--- src/rtl/cpu_pkg.sv ---
// Shared CPU definitions: writeback control bit positions, opcode constants,
// register-file geometry and the writeback destination decode helper.
// Ports: none (package). Imported by regfile_2r1w and wb_regfile.
package cpu_pkg;

  localparam int DATA_W     = 32;
  localparam int NREG       = 32;
  localparam int REG_ADDR_W = 5;

  localparam logic [5:0] OP_RTYPE = 6'b000000;

  // Bit positions inside the 2-bit WB control field carried by MEM/WB.
  localparam int WB_REGWRITE_BIT = 1;
  localparam int WB_MEMTOREG_BIT = 0;

  // R-type instructions write rd; every other writing instruction writes rt.
  function automatic logic [REG_ADDR_W-1:0] wb_dest(input logic [5:0] opcode,
                                                    input logic [REG_ADDR_W-1:0] rt,
                                                    input logic [REG_ADDR_W-1:0] rd);
    return (opcode == OP_RTYPE) ? rd : rt;
  endfunction

endpackage

--- src/rtl/regfile_2r1w.sv ---
// Architectural register storage: NREG x DATA_W, one write port, two raw
// combinational read ports, async active-low clear, register 0 hard-wired to 0.
// Ports: clk, rst_n, we/waddr/wdata (commit on rising edge), raddr_a/b -> rdata_a/b.
// Latency: write visible in the array the cycle after the edge; reads 0-cycle.
// Backpressure: none, a write is always accepted.
module regfile_2r1w
  import cpu_pkg::*;
#(
  parameter int DW   = DATA_W,
  parameter int NR   = NREG,
  parameter int AW   = REG_ADDR_W
) (
  input  logic          clk,
  input  logic          rst_n,
  input  logic          we,
  input  logic [AW-1:0] waddr,
  input  logic [DW-1:0] wdata,
  input  logic [AW-1:0] raddr_a,
  input  logic [AW-1:0] raddr_b,
  output logic [DW-1:0] rdata_a,
  output logic [DW-1:0] rdata_b
);

  logic [DW-1:0] mem [NR];

  always_ff @(posedge clk or negedge rst_n) begin
    if (!rst_n) begin
      for (int i = 0; i < NR; i++) begin
        mem[i] <= '0;
      end
    end else if (we && (waddr != '0)) begin
      mem[waddr] <= wdata;
    end
  end

  // Register 0 is never written, but force the read to zero as well so the
  // rule does not depend on the storage cell staying at its reset value.
  assign rdata_a = (raddr_a == '0) ? '0 : mem[raddr_a];
  assign rdata_b = (raddr_b == '0) ? '0 : mem[raddr_b];

endmodule

--- src/rtl/wb_regfile.sv ---
// Writeback stage + register file: selects the writeback value, decodes the
// destination, commits on the rising edge and serves two bypassed read ports.
// Ports: clk_i, rst_i (async, active-low); MEM/WB inputs inst_i, WB_signal_i,
//   MEMdata_i, ALUResult_i; ID read ports rs/rt_addr_i -> rs/rt_data_o;
//   forwarding outputs wb_we_o, wb_rd_o, wb_data_o.
// Latency: reads 0-cycle with same-cycle write bypass; writes commit in 1 cycle.
// Backpressure: none; a bubble is WB_signal_i = 2'b00.
// Optional: define WB_RETIRE_CNT_EN to add retire_cnt_o, a wrapping count of
//   cycles with non-zero WB_signal_i (register-0 writes included).
module wb_regfile
  import cpu_pkg::*;
#(
  parameter int DATA_W = cpu_pkg::DATA_W,
  parameter int NREG   = cpu_pkg::NREG
) (
  input  logic                  clk_i,
  input  logic                  rst_i,
  input  logic [31:0]           inst_i,
  input  logic [1:0]            WB_signal_i,
  input  logic [DATA_W-1:0]     MEMdata_i,
  input  logic [DATA_W-1:0]     ALUResult_i,
  input  logic [REG_ADDR_W-1:0] rs_addr_i,
  input  logic [REG_ADDR_W-1:0] rt_addr_i,
  output logic [DATA_W-1:0]     rs_data_o,
  output logic [DATA_W-1:0]     rt_data_o,
  output logic                  wb_we_o,
  output logic [REG_ADDR_W-1:0] wb_rd_o,
  output logic [DATA_W-1:0]     wb_data_o
`ifdef WB_RETIRE_CNT_EN
  ,
  output logic [31:0]           retire_cnt_o
`endif
);

  logic [DATA_W-1:0] raw_rs;
  logic [DATA_W-1:0] raw_rt;

  // Source-register and shamt/funct fields are not needed at writeback.
  logic unused_inst_bits;
  assign unused_inst_bits = ^{inst_i[25:21], inst_i[10:0]};

  assign wb_data_o = WB_signal_i[WB_MEMTOREG_BIT] ? MEMdata_i : ALUResult_i;
  assign wb_rd_o   = wb_dest(inst_i[31:26], inst_i[20:16], inst_i[15:11]);

  // Gating with rst_i both blocks a commit on an edge during reset and
  // suppresses the read bypass while the array is being cleared.
  assign wb_we_o = WB_signal_i[WB_REGWRITE_BIT] && (wb_rd_o != '0) && rst_i;

  regfile_2r1w #(
    .DW (DATA_W),
    .NR (NREG),
    .AW (REG_ADDR_W)
  ) u_rf (
    .clk     (clk_i),
    .rst_n   (rst_i),
    .we      (wb_we_o),
    .waddr   (wb_rd_o),
    .wdata   (wb_data_o),
    .raddr_a (rs_addr_i),
    .raddr_b (rt_addr_i),
    .rdata_a (raw_rs),
    .rdata_b (raw_rt)
  );

  // Write-before-read: ID sees the value being committed this cycle.
  assign rs_data_o = (rs_addr_i == '0)                     ? '0        :
                     (wb_we_o && (rs_addr_i == wb_rd_o))   ? wb_data_o : raw_rs;
  assign rt_data_o = (rt_addr_i == '0)                     ? '0        :
                     (wb_we_o && (rt_addr_i == wb_rd_o))   ? wb_data_o : raw_rt;

`ifdef WB_RETIRE_CNT_EN
  always_ff @(posedge clk_i or negedge rst_i) begin
    if (!rst_i) begin
      retire_cnt_o <= '0;
    end else if (WB_signal_i != 2'b00) begin
      retire_cnt_o <= retire_cnt_o + 32'd1;
    end
  end
`endif

endmodule

--- config.mk ---
export PLATFORM = sky130hd
export DESIGN_NAME = wb_regfile
export DESIGN_NICKNAME = d
export VERILOG_FILES = /design/src/rtl/cpu_pkg.sv /design/src/rtl/regfile_2r1w.sv /design/src/rtl/wb_regfile.sv
export SDC_FILE = /design/constraint.sdc
export NUM_CORES = 2
export LEC_CHECK = 0
export BUFFER_PORTS_ARGS = -buffer_cell sky130_fd_sc_hd__buf_2
export CAP_MARGIN = 15
export CORE_MARGIN = 1.5
export CORE_UTILIZATION = 42
export DETAILED_ROUTE_END_ITERATION = 8
export GPL_TIMING_DRIVEN = 0
export PLACE_DENSITY = 0.56
export SYNTH_ARGS = -nofsm -noshare
export SYNTH_HDL_FRONTEND = slang
export SYNTH_SLANG_ARGS = --single-unit
--- constraint.sdc ---
create_clock -name clk_i -period 4.1 [get_ports clk_i]
set_clock_uncertainty 0.2 [all_clocks]
set_input_delay 0.82 -clock clk_i [delete_from_list [all_inputs] [get_ports clk_i]]
set_output_delay 0.82 -clock clk_i [all_outputs]
set_load 0.05 [all_outputs]
==> impl_metrics.json <==
{
  "critPathLaunchType": "input pin",
  "status": "finished with violations",
  "worst_setup_path_end_kind": "primary output",
  "cts_made_buffers": 116,
  "drc": 0,
  "p_sw_share_pct": 33.3,
  "vias": 47700,
  "regArea_um2": 25600,
  "ys_top_cells_by_area": "dfrtp_1 47%, mux4_2 13%, mux2i_1 8.8%",
  "synthFlopType": "dfrtp_1",
  "largest-register": "u_rf.mem",
  "grt_max_degree": 160,
  "ys_types": 63,
  "holdWs_ns": -0.0487,
  "antenna_found_initial": 7,
  "setup_viol": 64,
  "min_period_over_period_pct": 107,
  "grt_pass1_vias": 45500,
  "timing.reg2reg.setup_slack_ns": 3.09,
  "clkLatencyLatePin_ns": 0.76,
  "cap_violations": 0,
  "multi_input_area_um2": 28800,
  "wl_per_cell_um": 34.5,
  "clk_pin_slew_worst_paths_ns": 0.06,
  "dieArea_um2": 132000,
  "fmax_mhz": 227,
  "cp_max_fo": 10,
  "p_total_mw": 31.3,
  "drt_pass1_iterations": 6,
  "cts_sinks": 1024,
  "ir_drop_v": 0.000415,
  "dp.cells": 7223,
  "hold_viol_final": 6,
  "cts_max_path_buffers": 3,
  "synth_largest_area_cell": "dfrtp_1",
  "via_per_inst": 6.35,
  "min_period_ns": 4.40,
  "p_per_area_nw_per_um2": 458,
  "largest_reg_flops": 1024,
  "worstPathArrival_ns": 3.38,
  "synthCells": 5238,
  "nFillCells": 11500,
  "final_cell_mix": "1024 x dfrtp_1, 726 x nand2_1, 509 x o21ai_0",
  "r2r-end": "u_rf.mem[256]",
  "seqPwrFrac_pct": 41.3,
  "fin_cells": 7517,
  "power_frac_clock_pct": 34.9,
  "maxSlewHeadroom_pct": 25.5,
  "syn-num-nets": 5348,
  "fin_nets": 5785,
  "syn_to_final_growth_pct": 24.9,
  "synth-edff-count": 0,
  "row_count": 132,
  "tightest_slew_ns": 1.11,
  "syn_area_um2": 54700,
  "portBuffers": 186,
  "r2r_start": "u_rf.mem[256]",
  "critPathKind": "in -> out",
  "required_ns": 3.08,
  "grt_usage_pct": 39.0,
  "ant_nets": 0,
  "place.gp.congestion": 1.03,
  "grt_pass1_wl_um": 358000,
  "synth_top_area_share_pct": 46.8,
  "die_y_um": 364,
  "p_leak_nw": 29.7,
  "p_int_mw": 20.9,
  "cts_tree": "done",
  "violations": "negative hold slack, negative setup slack",
  "final_common_cell": "dfrtp_1",
  "avgSynthCellArea_um2": 10.4,
  "hold_path.class": "in -> async",
  "dp_hpwl_um": 199000,
  "grt_setup_unrepaired": "true",
  "drive_above_1_share_pct": 27.1,
  "pwr-share-comb_pct": 23.8,
  "die_w_um": 364,
  "overflow": 0,
  "synthArstFlopShare_pct": 100,
  "drtIter0Drc": 6272,
  "finalWirelength_um": 259000,
  "clock-root-buffer": "clkbuf_16",
  "reg_top3": "u_rf.mem (1024)",
  "p_switching_mw": 10.4,
  "placeableCoreArea_um2": 129000,
  "yosysSeqAreaShare_pct": 46.8,
  "initial_core_util_pct": 42.3,
  "synth_seq_cells": 1024,
  "htreeDepth": 3,
  "finalMaxSlewViolations": 0,
  "setup_ws_ns": -0.299,
  "yosys_warnings": 0,
  "r2r.worst_path.cells": 2,
  "fin_tns_setup_ns": -10.05,
  "io-pin-count": 212
}
[synth_stat cells, types with 45 or more instances]
| cell | instances |
|---|---|
| a21oi_1 | 379 |
| mux4_2 | 307 |
| o21ai_1 | 168 |
| a22oi_1 | 186 |
| nand3_1 | 126 |
| clkbuf_1 | 347 |
| a221oi_1 | 45 |
| o21ai_0 | 516 |
| nor2_1 | 330 |
| nand2_1 | 728 |
| a22o_1 | 49 |
| buf_2 | 136 |
| a211oi_1 | 68 |
| dfrtp_1 | 1024 |
| mux2i_1 | 481 |
[critical path, stage by stage]
cell      delay (ns)
buf_2           0.17
clkbuf_4        0.27
buf_8           0.23
nand2_1         0.07
nor2_1          0.33
buf_2           0.48
a221oi_2        0.19
nand3_1         0.12
a21oi_1         0.07
a211oi_4        0.38
buf_6           0.23
[kinds of logic after synthesis]
family | after synthesis | synth area share (%)
and+or+nand+nor | 1272 | 9.57
xor gates and xnor gates | 4 | 0.0640
buffers and inverters | 607 | 5.06
AOI/OAI and AO/OA | 1533 | 16.8
DFF | 1024 | 46.8
muxes | 798 | 21.6
[through the flow]
step	utilization (%)	area [µm²]	setup WS [ns]	hold slack [ns]
after floorplan	-	55500	-0.0245	0.241
after global routing	52.8	68300	-0.248	0.0252
final	52.8	68300	-0.299	-0.0487
after detailed placement	46.1	59600	-2.22	0.266
after global placement	45.3	58600	-21.31	0.252
after CTS	52.5	67900	-0.239	0.0165
[layout make-up]
cell class                 instances  area share [%]
multi-input combinational       3607            42.2
sequential                      1024            37.5
buffer                           558            6.27
clock buffer                     170            5.05
timing repair buffer             328            4.90
tap                             1742            3.19
clock inverter                    41           0.645
inverter                          40           0.225
antenna                            7          0.0256
[worst max path at each step]
stage	slack, ns	end	from
final	-0.30	rt_data_o[19]	rt_addr_i[3]
after floorplan	-0.02	rt_data_o[10]	inst_i[29]
after detailed placement	-2.22	rt_data_o[27]	rt_addr_i[1]
after global routing	-0.25	rs_data_o[9]	rs_addr_i[0]
after global placement	-21.31	u_rf.mem[791]	rst_i
after CTS	-0.24	rt_data_o[19]	inst_i[26]
[what timing repair did]
action | CTS | global route
setup endpoints to repair | 95 | 69
resized for setup | 932 | 108
hold buffers | 3 | 0
pin swaps | 66 | 35
gates cloned | 9 | 1
setup buffers | 63 | 10
hold endpoints to repair | 97 | 0
[power by group through the flow]
| stage | clock network [mW] | registers (mW) | logic (mW) |
|---|---|---|---|
| after global placement | 0 | 12.9 | 6.26 |
| after detailed placement | 0 | 13.0 | 6.50 |
| after floorplan | 0 | 12.6 | 4.25 |
| after global routing | 11.3 | 13.1 | 7.88 |
| final | 10.9 | 12.9 | 7.47 |
| after CTS | 10.9 | 12.9 | 7.18 |
[layer usage]
metal	GRT usage, %	vias to the layer above	part of all wire, %
li1	-	19900	-
met1	51.7	24500	39
met2	57.5	2744	44
met3	12.3	536	11
met4	19.7	8	5.6
met5	0	-	0.019
Power figures use the tool's default switching activity.
